## config.mk

```make
export PLATFORM = sky130hd
export DESIGN_NAME = sipo_rx
export DESIGN_NICKNAME = d
export VERILOG_FILES = /design/src/rtl/sipo_pkg.sv /design/src/rtl/sipo_out_reg.sv /design/src/rtl/sipo_rx.sv
export SDC_FILE = /design/constraint.sdc
export NUM_CORES = 1
export LEC_CHECK = 0
export CAP_MARGIN = 5
export CORE_MARGIN = 5
export CORE_UTILIZATION = 49
export CTS_CLUSTER_SIZE = 8
export DETAILED_ROUTE_END_ITERATION = 16
export GPL_TIMING_DRIVEN = 0
export PLACE_DENSITY = 0.75
export SYNTH_ARGS = -nofsm -noshare
export SYNTH_HDL_FRONTEND = slang
export SYNTH_HIERARCHICAL = 1
export SYNTH_SLANG_ARGS = --single-unit
```

## constraint.sdc

```tcl
create_clock -name clk -period 1.7 [get_ports clk]
set_clock_uncertainty 0.05 [all_clocks]
set_input_delay 0.17 -clock clk [delete_from_list [all_inputs] [get_ports clk]]
set_output_delay 0.17 -clock clk [all_outputs]
set_load 0.005 [all_outputs]
```

## src/rtl/sipo_pkg.sv

```systemverilog
// sipo_pkg: receiver states, serial line levels and counter sizing shared by sipo_rx.
package sipo_pkg;
    typedef enum logic [2:0] {IDLE, DATA, PARITY, STOP, WAIT_HIGH} state_t;
    localparam logic START_BIT = 1'b0;
    localparam logic STOP_BIT = 1'b1;
    function automatic int clog2(input int v);
        int r;
        r = 1;
        while ((1 << r) < v) r++;
        return r;
    endfunction
endpackage

```

## src/rtl/sipo_out_reg.sv

```systemverilog
// sipo_out_reg: one-word valid/ready holding register; a word arriving while the slot is full is dropped and flagged.
module sipo_out_reg #(
    parameter int WIDTH = 4
) (
    input  logic             clk,
    input  logic             reset,
    input  logic             word_done,
    input  logic [WIDTH-1:0] word,
    input  logic             data_ready,
    output logic [WIDTH-1:0] data_out,
    output logic             data_valid,
    output logic             overrun
);
    logic hs, load, drop;
    assign hs = data_valid & data_ready;
    assign load = word_done & (~data_valid | hs);
    assign drop = word_done & ~load;
    always_ff @(posedge clk or posedge reset)
        if (reset) begin
            data_out <= '0;
            data_valid <= 1'b0;
            overrun <= 1'b0;
        end else begin
            data_out <= load ? word : data_out;
            data_valid <= load | (data_valid & ~hs);
            overrun <= drop | (overrun & ~hs);
        end
endmodule

```

## src/rtl/sipo_rx.sv

```systemverilog
// sipo_rx: strobe-sampled serial receiver (start, WIDTH data, stop) with framing error detection.
// Define SIPO_RX_PARITY_EN to add an even parity bit before the stop bit and the parity_err output.
module sipo_rx import sipo_pkg::*; #(
    parameter int WIDTH = 4,
    parameter bit MSB_FIRST = 1'b1
) (
    input  logic             clk,
    input  logic             reset,
    input  logic             bit_en,
    input  logic             serial_in,
    output logic [WIDTH-1:0] data_out,
    output logic             data_valid,
    input  logic             data_ready,
    output logic             overrun,
    output logic             frame_err,
    output logic             busy
`ifdef SIPO_RX_PARITY_EN
    ,
    output logic             parity_err
`endif
);
    localparam int CW = clog2(WIDTH);
`ifdef SIPO_RX_PARITY_EN
    localparam state_t AFTER_DATA = PARITY;
    logic par, par_n, perr_n;
`else
    localparam state_t AFTER_DATA = STOP;
`endif
    state_t state, state_n;
    logic [CW-1:0] cnt, cnt_n;
    logic [WIDTH-1:0] sh, sh_n;
    logic par_ok, word_done, ferr_n;
`ifdef SIPO_RX_PARITY_EN
    assign par_ok = ~(^sh ^ par);
`else
    assign par_ok = 1'b1;
`endif
    always_comb begin
        state_n = state;
        cnt_n = cnt;
        sh_n = sh;
        word_done = 1'b0;
        ferr_n = 1'b0;
`ifdef SIPO_RX_PARITY_EN
        par_n = par;
        perr_n = 1'b0;
`endif
        if (bit_en)
            case (state)
                IDLE: if (serial_in == START_BIT) begin
                    state_n = DATA;
                    cnt_n = '0;
                end
                DATA: begin
                    sh_n = MSB_FIRST ? {sh[WIDTH-2:0], serial_in} : {serial_in, sh[WIDTH-1:1]};
                    cnt_n = cnt + 1'b1;
                    if (cnt == CW'(WIDTH - 1)) state_n = AFTER_DATA;
                end
`ifdef SIPO_RX_PARITY_EN
                PARITY: begin
                    par_n = serial_in;
                    state_n = STOP;
                end
`endif
                STOP: if (serial_in == STOP_BIT) begin
                    state_n = IDLE;
                    word_done = par_ok;
`ifdef SIPO_RX_PARITY_EN
                    perr_n = ~par_ok;
`endif
                end else begin
                    ferr_n = 1'b1;
                    state_n = WAIT_HIGH;
                end
                // a line held low after a bad stop must not look like a new start bit
                WAIT_HIGH: state_n = (serial_in == STOP_BIT) ? IDLE : WAIT_HIGH;
                default: state_n = IDLE;
            endcase
    end
    always_ff @(posedge clk or posedge reset)
        if (reset) begin
            state <= IDLE;
            cnt <= '0;
            sh <= '0;
            frame_err <= 1'b0;
`ifdef SIPO_RX_PARITY_EN
            par <= 1'b0;
            parity_err <= 1'b0;
`endif
        end else begin
            state <= state_n;
            cnt <= cnt_n;
            sh <= sh_n;
            frame_err <= ferr_n;
`ifdef SIPO_RX_PARITY_EN
            par <= par_n;
            parity_err <= perr_n;
`endif
        end
    assign busy = state != IDLE;
    sipo_out_reg #(.WIDTH(WIDTH)) u_out (
        .clk(clk),
        .reset(reset),
        .word_done(word_done),
        .word(sh),
        .data_ready(data_ready),
        .data_out(data_out),
        .data_valid(data_valid),
        .overrun(overrun)
    );
endmodule

```

# Word-level counts from Yosys, hierarchy flattened
# Cells that the tools add are included.
dict set report word_totals {
  register_bits 16
  inputBits 5
  out_inout_bits 8
  wordCells 44
}
dict set report classes {
  add_sub_neg 1
  n_eq_ne 6
  n_mux 12
  bitwise 11
  reduce_logical 7
}
# cell n
set ops {}
lappend ops {{$mux W3} 3}
lappend ops {{$pmux W3 S3} 1}
lappend ops {{$mux W1} 6}
lappend ops {{$reduce_and A3 Y1} 2}
lappend ops {{$and A1 B1 Y1} 5}
lappend ops {{$ne A2 B2 Y1 const B} 2}
lappend ops {{$pmux W2 S2} 1}
lappend ops {{$eq A3 B1 Y1 const B} 1}
lappend ops {{$eq A3 B2 Y1 const B} 1}
lappend ops {{$eq A3 B3 Y1 const B} 1}
lappend ops {{$logic_not A3 Y1} 1}
lappend ops {{$not A1 Y1} 3}
lappend ops {{$or A1 B1 Y1} 3}
lappend ops {{$reduce_bool A3 Y1} 1}
lappend ops {{$add A2 B1 Y2 const B} 1}
lappend ops {{$eq A2 B2 Y1 const B} 1}
lappend ops {{$mux W2} 1}
lappend ops {{$reduce_and A2 Y1} 1}
lappend ops {{$reduce_bool A2 Y1} 1}
lappend ops {{$reduce_or A2 Y1} 1}

# Depth between registers and ports, before layout
# Gate-level depths: netlist of the first run.
dict set report depth {
  depth_word 7
  depth_mapped 4
  ltp_nobuf 4
}

# Hierarchy
# The synthesis of the first run kept the hierarchy.
# mod n_inst cells_each area_each_um2
set modules_own_cells {}
lappend modules_own_cells {sipo_rx 1 37 474.2}
lappend modules_own_cells {sipo_out_reg 1 16 256.5}

# Worst setup path after synthesis of the first run
# No wires, ideal clock.
dict set report synth_path {
  path_type {reg-to-reg}
  start {register state[2]}
  end {register u_out.data_out[0]}
  setup_time_ps 125
  arrival_ps 1216
  required_ps 1525
  setup_slack_ps 309
  path_stages_with_launch 5
  period_less_slack_ps 1391
  path_cell_list {dfrtp_1 -> and3b_1 -> and3_2 -> nand2_4 -> mux2_4}
}
dict set report synth_between {
  elab_chain_len 4
}
# element line
set synth_lines {}
lappend synth_lines {{from (decl)} sipo_rx.sv:29} ;# state_t state, state_n;
lappend synth_lines {{from (signal assigned)} sipo_rx.sv:91} ;# state <= state_n;
lappend synth_lines {{$eq A3 B2 Y1} sipo_rx.sv:49} ;# case (state)
lappend synth_lines {{$mux W1} sipo_rx.sv:49}
lappend synth_lines {{$mux W1} sipo_rx.sv:48} ;# if (bit_en)
lappend synth_lines {{named net word_done} sipo_rx.sv:32} ;# logic par_ok, word_done, ferr_n;
lappend synth_lines {{$and A1 B1 Y1} sipo_out_reg.sv:16} ;# assign load = word_done & (~data_valid | hs);
lappend synth_lines {{to (signal assigned)} sipo_out_reg.sv:24} ;# data_out <= load ? word : data_out;
lappend synth_lines {{to (decl)} sipo_out_reg.sv:10} ;# output logic [WIDTH-1:0] data_out,
# The timed path passes the listed nets, and every way through them passes these cells.
# A chain may end at the register's enable or synchronous reset.

# Worst setup path in the final report of the first run
dict set report layout_path {
  start {register state[1]}
  end {output port busy}
}
dict set report layout_between {
  elab_chain_len 1
}
# element line
set layout_lines {}
lappend layout_lines {{$reduce_bool A3 Y1} sipo_rx.sv:100} ;# assign busy = state != IDLE;
lappend layout_lines {{to (decl)} sipo_rx.sv:16} ;# output logic busy
# No other way between the ends.

==> results.yml, run 1 <==
logic_synthesis:
  synth_edf_count: 0
  synth_cell_types: 25
  avgSynthCellArea_um2: 13.8
  synth_commonest_cells: "dfrtp_1 (16), mux2_4 (8), a21oi_1 (3), inv_1 (3)"
  synth-seq-cells: 16
  synth_top_area_cell: "dfrtp_1"
  synth_top_cells_by_area: "dfrtp_1 (55%), mux2_4 (16%), a21oi_1 (2.1%)"
  syn_inst: 53
  synth_flop_cell: "dfrtp_1"
  synth_area_um2: 731
  yosys_warnings: 6
  yosysMostFrequentCell: "dfrtp_1"
  async_flop_share: 1.00
  ys_seq_area_frac: 0.548
  synth.top_cell.area_share: 0.548
  syn-num-nets: 59
drt:
  drt_first_pass_iters: 2
  vias_per_cell: 5.19
  post_drt_wl_per_cell_um: 13.7
  dr_total_vias: 457
  drtAntennaViolNets: 0
  drt-total-wl_um: 1210
  first_iter_violations: 4
  route.detailed.drc: 0
sta:
  finalSetupViolCount: 0
  grt_setup_unrepaired: "no"
  drv_slew: 0
  hold_viol_final: 0
  whs_ns: 0.0633
  fin_crit_ns: 1.61
  tightest_slew_ns: 0.370
  max_freq_mhz: 623
  post-route-period-util: 0.945
  slew_headroom: 0.753
clocking:
  cts-buffers-inserted: 3
  clk_path_buf_depth: 2
  root_buffer: "clkbuf_4"
  cts_hold_buf: 0
  h-tree-depth: 1
  insertion_delay_ns: 0.28
  cts_tree: "done"
  cts.sinks: 16
  clk_pin_slew_ns: 0.09
floorplanning:
  die_height_um: 48.6
  rows: 14
  start_util: 0.503
  fp.dieW_um: 48.6
  coreArea_um2: 1450
  top_level_ports: 13
  dieArea_um2: 2360
global_routing:
  first_global_vias: 481
  antenna_found_initial: 0
  grtUsageTotal: 0.118
  overflow: 0
  grt_max_degree: 11
  grt_pass1_wl_um: 2180
cells_and_area:
  drive_gt1_frac: 0.347
  post_layout_nonfiller_instances: 88
  final_nets: 79
  n_antenna_cell: 0
  area_growth_syn_to_layout_pct: 27.4
pwr:
  leakagePower_nw: 0.449
  p_per_area_nw_per_um2: 1630
  ir_drop_uv: 841
worst_setup_path:
  rrSetupSlack_ns: 0.11
  cp_max_fo: 2
  crit_cells: 2
  startpoint: "state[1]"
  rr_endpoint: "sh[1]"
  r2r_start: "state[1]"
  worstSetupPathType: "flop to primary output"
  cp.buffers_inverters: 1
  cp-end-kind: "primary output"
  required_ns: 1.48
  worstPathCellList: "or3_2 -> clkdlybuf4s15_1"
  crit_end: "busy"
  crit_family: "simple AND/OR/NAND/NOR gates"
  slowest_delay_ns: 0.47
  critPathArrivalTime_ns: 1.39
  rr_worst_depth: 6
  start_kind: "flop"
  slowest_stage: "or3_2"
worst_hold_path:
  holdCritPathClass: "input port to async pin"
place:
  numPortBuffers: 12
  place_congestion: 0.665
  dp_cells: 81
  hpwlAfterDp_um: 869
outcome:
  status: "finished clean"
job:
  drv_cap: 0
## stage by stage
stage / area [um2] / TNS (ns) / power (mW) / setup slack [ns] / util
detailed placement: 871 / -0.224 / 1.25 / -0.0589 / 0.599
global placement: 871 / -0.218 / 1.22 / -0.0547 / 0.599
CTS: 930 / 0 / 1.53 / 0.0357 / 0.639
finish: 931 / 0 / 1.52 / 0.0939 / 0.640
global route: 931 / 0 / 1.62 / 0.0464 / 0.640
floorplan: 731 / 0 / 1.04 / 0.309 / -
## cells by family after synthesis
kind of cell	count (synthesis)	synth area share
buffers and inverters	4	0.0308
multiplexers	10	0.193
adder cells (fa/ha/maj)	1	0.0171
flip-flops	16	0.548
AO/OA/AOI/OAI	7	0.0582
AND/OR/NAND/NOR	15	0.152
## cell usage in the layout (no fill, tap or decap), types with 2 or more instances in the layout
cell / synthesis / layout
dfrtp_1: 16 / 15
clkdlybuf4s50_1: 0 / 11
mux2_4: 8 / 8
inv_1: 3 / 3
a21oi_1: 3 / 3
clkbuf_4: 0 / 3
buf_4: 0 / 3
nand2_1: 2 / 2
o21ai_0: 2 / 2
## flip-flops by register name, summed over array words and instances, names as in the netlist
register          count
u_out/data_out        4
frame_err             1
sh                    4
u_out/overrun         1
cnt                   2
state                 3
u_out/data_valid      1
## layer usage
metal,GRT usage,vias up,part of all wire
met1,0.152,224,0.47
li1,-,218,-
met3,0.0368,2,0.064
met2,0.172,13,0.45
met4,0.0673,0,0.014
met5,0,-,0
## final cells by class
cell class	instances	area, um2
flip-flops and latches	16	402
well taps	16	20.0
fillers	115	523
clock buffers	4	36.3
multi-input cells	33	308
plain buffers	1	11.3
inverters	3	11.3
repair buffers	15	143
## timing repair
action / CTS / global route
setup endpoints to repair: 1 / 1
setup buffers: 3 / 0
resized for setup: 2 / 1
## power by group
part	internal [mW]	leakage, nW	switching (mW)
Combinational	0.432	0.228	0.190
Sequential	0.535	0.200	0.114
Clock	0.130	0.0210	0.120
Total	1.10	0.449	0.423
## worst min path at each step
stage	cells after the start	slack [ns]	endpoint
2_1_floorplan	1	-0.09	u_out/data_out[0]
3_3_place_gp	2	0.37	u_out/overrun
3_5_place_dp	2	0.38	u_out/overrun
4_1_cts	2	0.07	u_out/overrun
5_1_grt	2	0.08	u_out/data_out[1]
6_report	2	0.06	u_out/overrun
Power figures use the tool's default switching activity.
==> run 2, diff against run 1 <==
CORE_UTILIZATION = 53   (was 49)
PLACE_DENSITY = 0.8   (was 0.75)
SKIP_LAST_GASP = 1   (was unset)
clock period = 1.96 ns   (was 1.7 ns; I/O delays follow)
==> run 2 against run 1 <==
Compared with the run above:
- non-clock buffer count is 1 higher
- worst setup slack worse by 0.032 ns
- clock power is 12% lower
- first-iteration DRC count stayed put
- register-to-register slack better by 0.37 ns
- final cell count stayed put
- worst hold slack better by 0.031 ns
- via count stayed put
- sequential share of layout area is 0.21 points lower
- cell area is 0.81% higher
- routed wire length is 5.3% higher
- highest routed layer unchanged
==> results.yml, run 2 (synthesis gave the netlist of run 1 again) <==
cells_and_area:
  seqCellArea_um2: 403
  final_common_cell: "dfrtp_1"
  layout_common_cells: "dfrtp_1 (14), clkdlybuf4s50_1 (12), mux2_4 (8), buf_4 (4)"
  n_fill_cell: 94
  final_nets: 80
  area_growth_syn_to_layout_pct: 28.4
  top_regs: "sh x4, u_out/data_out x4, state x3"
  multiInputGateArea_um2: 308
  post_layout_nonfiller_instances: 88
  drive_gt1_frac: 0.370
  n_antenna_cell: 0
sta:
  drv_slew: 0
  max_freq_mhz: 527
  finalSetupViolCount: 0
  tightest_slew_ns: 0.362
  grt_setup_unrepaired: "no"
  post-route-period-util: 0.968
  layout_setup_ws_ns: 0.0621
  hold_viol_final: 0
  fin_crit_ns: 1.90
  timing.setup.tns_ns: 0
  slew_headroom: 0.759
worst_setup_path:
  required_ns: 1.71
  cp-end-kind: "primary output"
  critPathArrivalTime_ns: 1.65
  cp_max_fo: 5
  start_kind: "flop"
  worstSetupPathType: "flop to primary output"
floorplanning:
  rows: 13
  coreArea_um2: 1300
  top_level_ports: 13
  fp.dieW_um: 47.1
  dieArea_um2: 2220
  start_util: 0.562
  die_height_um: 47.1
global_routing:
  antenna_found_initial: 0
  grtUsageTotal: 0.147
  first_global_vias: 470
  grt_pass1_wl_um: 2170
  grt_max_degree: 11
  overflow: 0
drt:
  drt_first_pass_iters: 2
  drtAntennaViolNets: 0
  drt-total-wl_um: 1270
  dr_total_vias: 457
  first_iter_violations: 4
  route.detailed.drc: 0
  vias_per_cell: 5.19
  post_drt_wl_per_cell_um: 14.4
clocking:
  clk_path_buf_depth: 2
  cts.sinks: 16
  cts-buffers-inserted: 3
  cts_tree: "done"
  insertion_delay_ns: 0.29
  h-tree-depth: 1
  clk_pin_slew_ns: 0.09
  root_buffer: "clkbuf_4"
place:
  dp_cells: 80
  place_congestion: 0.698
  pre_cts_slack_ns: 0.169
  hpwlAfterDp_um: 887
  numPortBuffers: 12
pwr:
  leakagePower_nw: 0.453
  ir_drop_uv: 776
  p_per_area_nw_per_um2: 1440
job:
  drv_cap: 0
worst_hold_path:
  holdCritPathClass: "input port to async pin"
outcome:
  status: "finished clean"
==> run 2: layer usage <==
layer / part of all wire / up-vias / GRT usage
met5: 0 / - / 0
met4: 0.017 / 0 / 0.0829
met3: 0.060 / 4 / 0.0460
li1: - / 225 / -
met2: 0.47 / 13 / 0.233
met1: 0.45 / 215 / 0.176
==> run 2: layout make-up <==
| type | instances | share of cell area |
|---|---|---|
| Sequential cell | 16 | 0.429 |
| Multi-Input combinational cell | 33 | 0.328 |
| Timing Repair Buffer | 16 | 0.160 |
| Clock buffer | 4 | 0.0387 |
| Tap cell | 15 | 0.0200 |
| Buffer | 1 | 0.0120 |
| Inverter | 3 | 0.0120 |
==> run 2: power by group <==
part           internal, mW  total [mW]  leakage, nW  switching, mW
combinational         0.391       0.555        0.233          0.164
clock                 0.113       0.219       0.0210          0.105
sequential            0.466       0.575        0.199          0.109
total                 0.970        1.35        0.453          0.378
==> run 2: worst paths after layout <==
| check | from | end | slack, ns | cells after the start |
|---|---|---|---|---|
| worst max-delay path | state[1] | busy | 0.06 | 2 |
| worst min-delay path | reset | u_out/data_out[0] | 0.09 | 2 |
| worst max register to register | state[2] | u_out/data_out[3] | 0.48 | 4 |
| worst min register to register | cnt[1] | cnt[1] | 0.47 | 1 |
| max in group asynchronous | reset | state[1] | 1.42 | 2 |
| min in group clk | data_ready | u_out/overrun | 0.44 | 2 |
==> run 2: what timing repair did <==
item / CTS / global route
setup endpoints to repair: 0 / 1
setup buffers: 0 / 4
resized for setup: 0 / 2
hold buffers: 0 / 0
==> run 2: per-stage QoR <==
| step | cell area, um2 | hold WS [ns] | util | power, mW |
|---|---|---|---|---|
| 4_1_cts | 906 | 0.0980 | 0.696 | 1.31 |
| 5_1_grt | 938 | 0.123 | 0.721 | 1.43 |
| 3_3_place_gp | 870 | 0.400 | 0.668 | 1.06 |
| 2_1_floorplan | 731 | -0.0630 | - | 0.899 |
| 3_5_place_dp | 870 | 0.420 | 0.668 | 1.09 |
| 6_report | 938 | 0.0947 | 0.721 | 1.35 |
==> run 2: worst max-delay path, stage by stage, from the launching register on <==
cell	delay [ns]
dfrtp_2	0.44
or3_2	0.47
clkdlybuf4s50_1	0.45
==> RTL change 1: new RTL, flow settings as in run 1 <==
Put a register stage on the output `overrun`. The value now appears one clock later. The other outputs are not delayed to match.
--- a/src/rtl/sipo_rx.sv
+++ b/src/rtl/sipo_rx.sv
@@ -22,2 +22,4 @@
     localparam int CW = clog2(WIDTH);
+
+    logic overrun_d;
 `ifdef SIPO_RX_PARITY_EN
@@ -108,4 +110,8 @@
         .data_valid(data_valid),
-        .overrun(overrun)
+        .overrun(overrun_d)
     );
+    always_ff @(posedge clk) begin
+        overrun <= overrun_d;
+    end
+
 endmodule
Check against the original RTL: no difference found for any inputs over 10 cycles, from zero or initial values and one cycle with reset high; that may be too few to reach the edited logic, so the function may still have changed.
==> RTL change 1 against run 1 <==
  * Power shrank 1.2%
  * Sequential cell count grew 1
  * Final area grew 1.1%
  * Area after synthesis grew 2.7%
  * Routed wire length grew 2.2%
  * Global-route usage shrank 0.26 points
  * Setup slack gained 10 ps
  * Highest routed layer unchanged
==> RTL change 1: results (changes against run 1) <==
| Metric | Value |
|---|---|
| WL final | `1230 um (+2.2%)` |
| # fillers | `130 (+13%)` |
| Seq power | `676 uW (+4.2%)` |
| Worst setup endpoint | `u_out/data_out[1]` |
| Worst Hold Class | `in2async` |
| Final Instance Area | `941 sq um (+1.1%)` |
| Synth cell types | `26 (+4.0%)` |
| CTS root buffer | `clkbuf_4` |
| Initial DRC Count | `8 (+4)` |
| Fin nets | `80 (+1.3%)` |
| Vias in the first global route | `493 (+2.5%)` |
| RR Startpoint | `state[2]` |
| Critical Path Source | `state[2]` |
| Routed via count | `463 (+1.3%)` |
| Post-Syn Nets | `60 (+1.7%)` |
| Static leakage | `0.000451 uW (+0.46%)` |
| CTS Buf Count | `3 (unchanged)` |
| VDD IR-drop max | `0.000749 V (-11%)` |
| Detailed placement HPWL | `910 um (+4.8%)` |
| Vias/cell | `5.20 (+0.17%)` |
| Post-synthesis sequential area ratio | `56.0% (+1.2 points)` |
| Pwr Total | `1500 uW (-1.2%)` |
| Data arrival, critical path | `1710 ps (+320 ps)` |
| Synth async-reset ratio | `94.1% (-5.9 points)` |
| Post-Place Cell Area | `891 sq um (+2.3%)` |
| Worst Path Max Fanout | `5 (+3)` |
| DRT Pass-1 Iters | `3 (+1)` |
| Cell total after placement | `82 (+1.2%)` |
| Pre-CTS worst setup slack | `-94.6 ps (-35.7 ps)` |
| Gr usage total | `11.5% (-0.26 points)` |
| Run status | `finished clean` |
| Internal | `1090 uW (-1.1%)` |
| Placer Congestion | `0.751 (+13%)` |
| Area contributors post-synth | `dfrtp_1 (53%), mux2_4 (16%), dfxtp_1 (2.7%)` |
| Startpoint types | `register` |
| Clock power share | `13.4% (-3.0 points)` |
| Final hold slack | `77.7 ps (+14.5 ps)` |
| Layout cells sized above 1 | `32.9% (-1.8 points)` |
| Worst Reg2Reg Path Length in Cells | `5 (-1)` |
| Average instance area after synthesis | `13.9 sq um (+0.84%)` |
| Rel. slew slack | `74.6% (-0.75 points)` |
| Drc violations | `0 (unchanged)` |
## RTL change 1: per-layer routing
layer,routed length (um),global-route usage [%],vias to the layer above
met5,0,0,-
met1,572,14.0,223
met3,85,3.36,2
li1,-,-,226
met4,12,5.38,0
met2,561,18.5,12
## RTL change 1: final cells by class
class	instances	area (sq um)	share of cell area, %
Tap cell	16	20.0	2.13
Sequential cell	17	422	44.8
Inverter	3	11.3	1.20
Clock buffer	4	26.3	2.79
Timing Repair Buffer	15	143	15.2
Multi-Input combinational cell	33	308	32.7
Buffer	1	11.3	1.20
## RTL change 1: cells by family after synthesis
family / synth area share [%]
flops: 56.0
simple gates: 14.8
mux: 18.8
compound gates: 5.67
buf+inv: 3.00
fa+ha+maj: 1.67
## RTL change 1: worst max-delay path: stages, from the launching register on
cell     delay [ps]
dfrtp_1         410
buf_4           160
and3b_1         240
and3_2          240
nand2_4          80
mux2_4          300
## RTL change 1: what timing repair did
action,CTS,global route
resized for setup,2,1
buffers inserted,3,0
setup endpoints to repair,1,1
==> RTL change 2: new RTL, config.mk and constraints of run 1 <==
Without the edit above. `WIDTH` is set to 4 in 2 places; all go to 5.
--- a/src/rtl/sipo_out_reg.sv
+++ b/src/rtl/sipo_out_reg.sv
@@ -2,3 +2,3 @@
 module sipo_out_reg #(
-    parameter int WIDTH = 4
+    parameter int WIDTH = 5
 ) (
--- a/src/rtl/sipo_rx.sv
+++ b/src/rtl/sipo_rx.sv
@@ -3,3 +3,3 @@
 module sipo_rx import sipo_pkg::*; #(
-    parameter int WIDTH = 4,
+    parameter int WIDTH = 5,
     parameter bit MSB_FIRST = 1'b1
Interface: changed (resized data_out); port bits go from 13 to 14. The function was not compared with the original's and may differ.
==> RTL change 2 against run 1 <==
  * Setup slack better by 45 ps
  * Die area is 15% higher
  * Global-route usage hardly changed
  * Final area is 15% higher
  * Largest cell class unchanged
  * Highest routed layer unchanged
  * Sequential cell count is 3 higher
  * Area after synthesis is 19% higher
  * Routed wire length is 11% higher
  * Utilization is 1.5 points lower
  * Power is 18% higher
  * Register-to-register slack better by 60 ps
==> RTL change 2: results (changes against run 1) <==
| Metric | Value |
|---|---|
| Setup Buffers After CTS | `1 (-2)` |
| Vias in the first global route | `546 (+14%)` |
| Worst Path Max Fanout | `2 (unchanged)` |
| # port buffers | `13 (+1)` |
| # fillers | `146 (+27%)` |
| Fin nets | `87 (+10%)` |
| Cells after Synth | `61 (+15%)` |
| Detailed placement HPWL | `1000 um (+15%)` |
| Antenna-violating nets left | `0 (unchanged)` |
| RR Startpoint | `state[0]` |
| Wire per inst | `12.9 um (-6.1%)` |
| R2r setup slk | `170 ps (+60 ps)` |
| Worst-Skew Late Latency | `300 ps (+20 ps)` |
| First-pass GRT wire length | `2280 um (+4.7%)` |
| Worst Hold Class | `in2async` |
| Routed via count | `506 (+11%)` |
| Antenna violations before repair | `0 (unchanged)` |
| Post-Syn Nets | `68 (+15%)` |
| Layout cells sized above 1 | `30.4% (-4.3 points)` |
| Top post-synthesis cells by count | `dfrtp_1 (19), mux2_4 (10), inv_1 (6), nor2_1 (3)` |
| Gr usage total | `11.8% (about the same)` |
| Data arrival, critical path | `1340 ps (-50 ps)` |
| Seq pwr share | `44.2% (+1.5 points)` |
| H-Tree Level Count | `1 (unchanged)` |
| Switching power total | `523 uW (+24%)` |
| Worst Reg2Reg Path Length in Cells | `5 (-1)` |
| Post-synth EDFFs | `0 (unchanged)` |
| GR Util met1 | `13.6% (-1.6 points)` |
| Area contributors post-synth | `dfrtp_1 (55%), mux2_4 (17%), ha_1 (2.9%)` |
| VDD IR-drop max | `0.000772 V (-8.1%)` |
| Rel. slew slack | `69.3% (-6.1 points)` |
| DRT Pass-1 Iters | `2 (unchanged)` |
| Placer Congestion | `0.764 (+15%)` |
| R2r endpoint | `u_out/data_out[0]` |
| Met3 Use GR | `3.99% (+0.31 points)` |
| Run status | `finished clean` |
| Post-synthesis sequential area ratio | `54.5% (-0.28 points)` |
| Initial DRC Count | `8 (+4)` |
| Static leakage | `0.000526 uW (+17%)` |
| Cell total after placement | `99 (+22%)` |
| Largest net degree at the start of global routing | `13 (+2)` |
| Vias/cell | `4.87 (-6.3%)` |
| Met2 GRT Util | `18.0% (+0.82 points)` |
| Pre-CTS worst setup slack | `-85.6 ps (-26.7 ps)` |
| Resized cells post-CTS | `2 (unchanged)` |
| Register clock-pin slew on the reported worst setup and hold paths | `110 ps (+20 ps)` |
| Biggest regs | `sh: 5 flops, u_out/data_out: 5 flops` |
| Synth cell types | `24 (-4.0%)` |
| Tmin final | `1560 ps (-45.0 ps)` |
## RTL change 2: cell types whose count changed in the layout (fill, tap and decap cells not counted), moves of 2 or more
cell and delta:
nor2_1 +2, dfrtp_1 +3, inv_1 +3, buf_4 -2, mux2_4 +2
## RTL change 2: critical path, stage by stage (launching register included)
cell           delay [ps]
dfrtp_2               430
or3_1                 360
dlygate4sd2_1         260
## RTL change 2: metrics by stage
step                setup TNS [ps]  instance area (sq um)  hold WS, ps
floorplan                        0                    872        -76.6
global placement              -489                   1030          398
detailed placement            -634                   1030          394
CTS                              0                   1070         60.8
global route                     0                   1070         81.6
finish                           0                   1070         58.2
## RTL change 2: area by class of cell
| class | instances | area share (%) |
|---|---|---|
| repair buffers | 14 | 12.8 |
| plain buffers | 1 | 1.87 |
| flip-flops and latches | 19 | 44.6 |
| well taps | 25 | 2.93 |
| clock inverters | 1 | 0.468 |
| inverters | 6 | 2.11 |
| multi-input cells | 35 | 33.1 |
| clock buffers | 3 | 2.11 |
## RTL change 2: cells by family (layout without fill, tap and decap cells)
group	Yosys count	in the layout	share of synthesized area, %
multiplexers	11	11	18.5
buffers and inverters	7	25	4.88
flip-flops	19	19	54.5
AND/OR/NAND/NOR	12	12	10.6
adder cells (fa/ha/maj)	2	2	2.87
AO/OA/AOI/OAI	10	10	8.61
## RTL change 2: power by group through the flow
stage / combinational, uW / sequential, uW / clock [uW]
floorplan: 527 / 784 / 0
global placement: 740 / 805 / 0
detailed placement: 769 / 810 / 0
CTS: 786 / 793 / 240
global route: 832 / 822 / 256
finish: 773 / 792 / 226
## RTL change 2: routing by layer
| layer | vias to the layer above | wire length (um) |
|---|---|---|
| li1 | 252 | - |
| met1 | 237 | 608 |
| met2 | 15 | 626 |
| met3 | 2 | 87 |
| met4 | 0 | 15 |
| met5 | - | 0 |
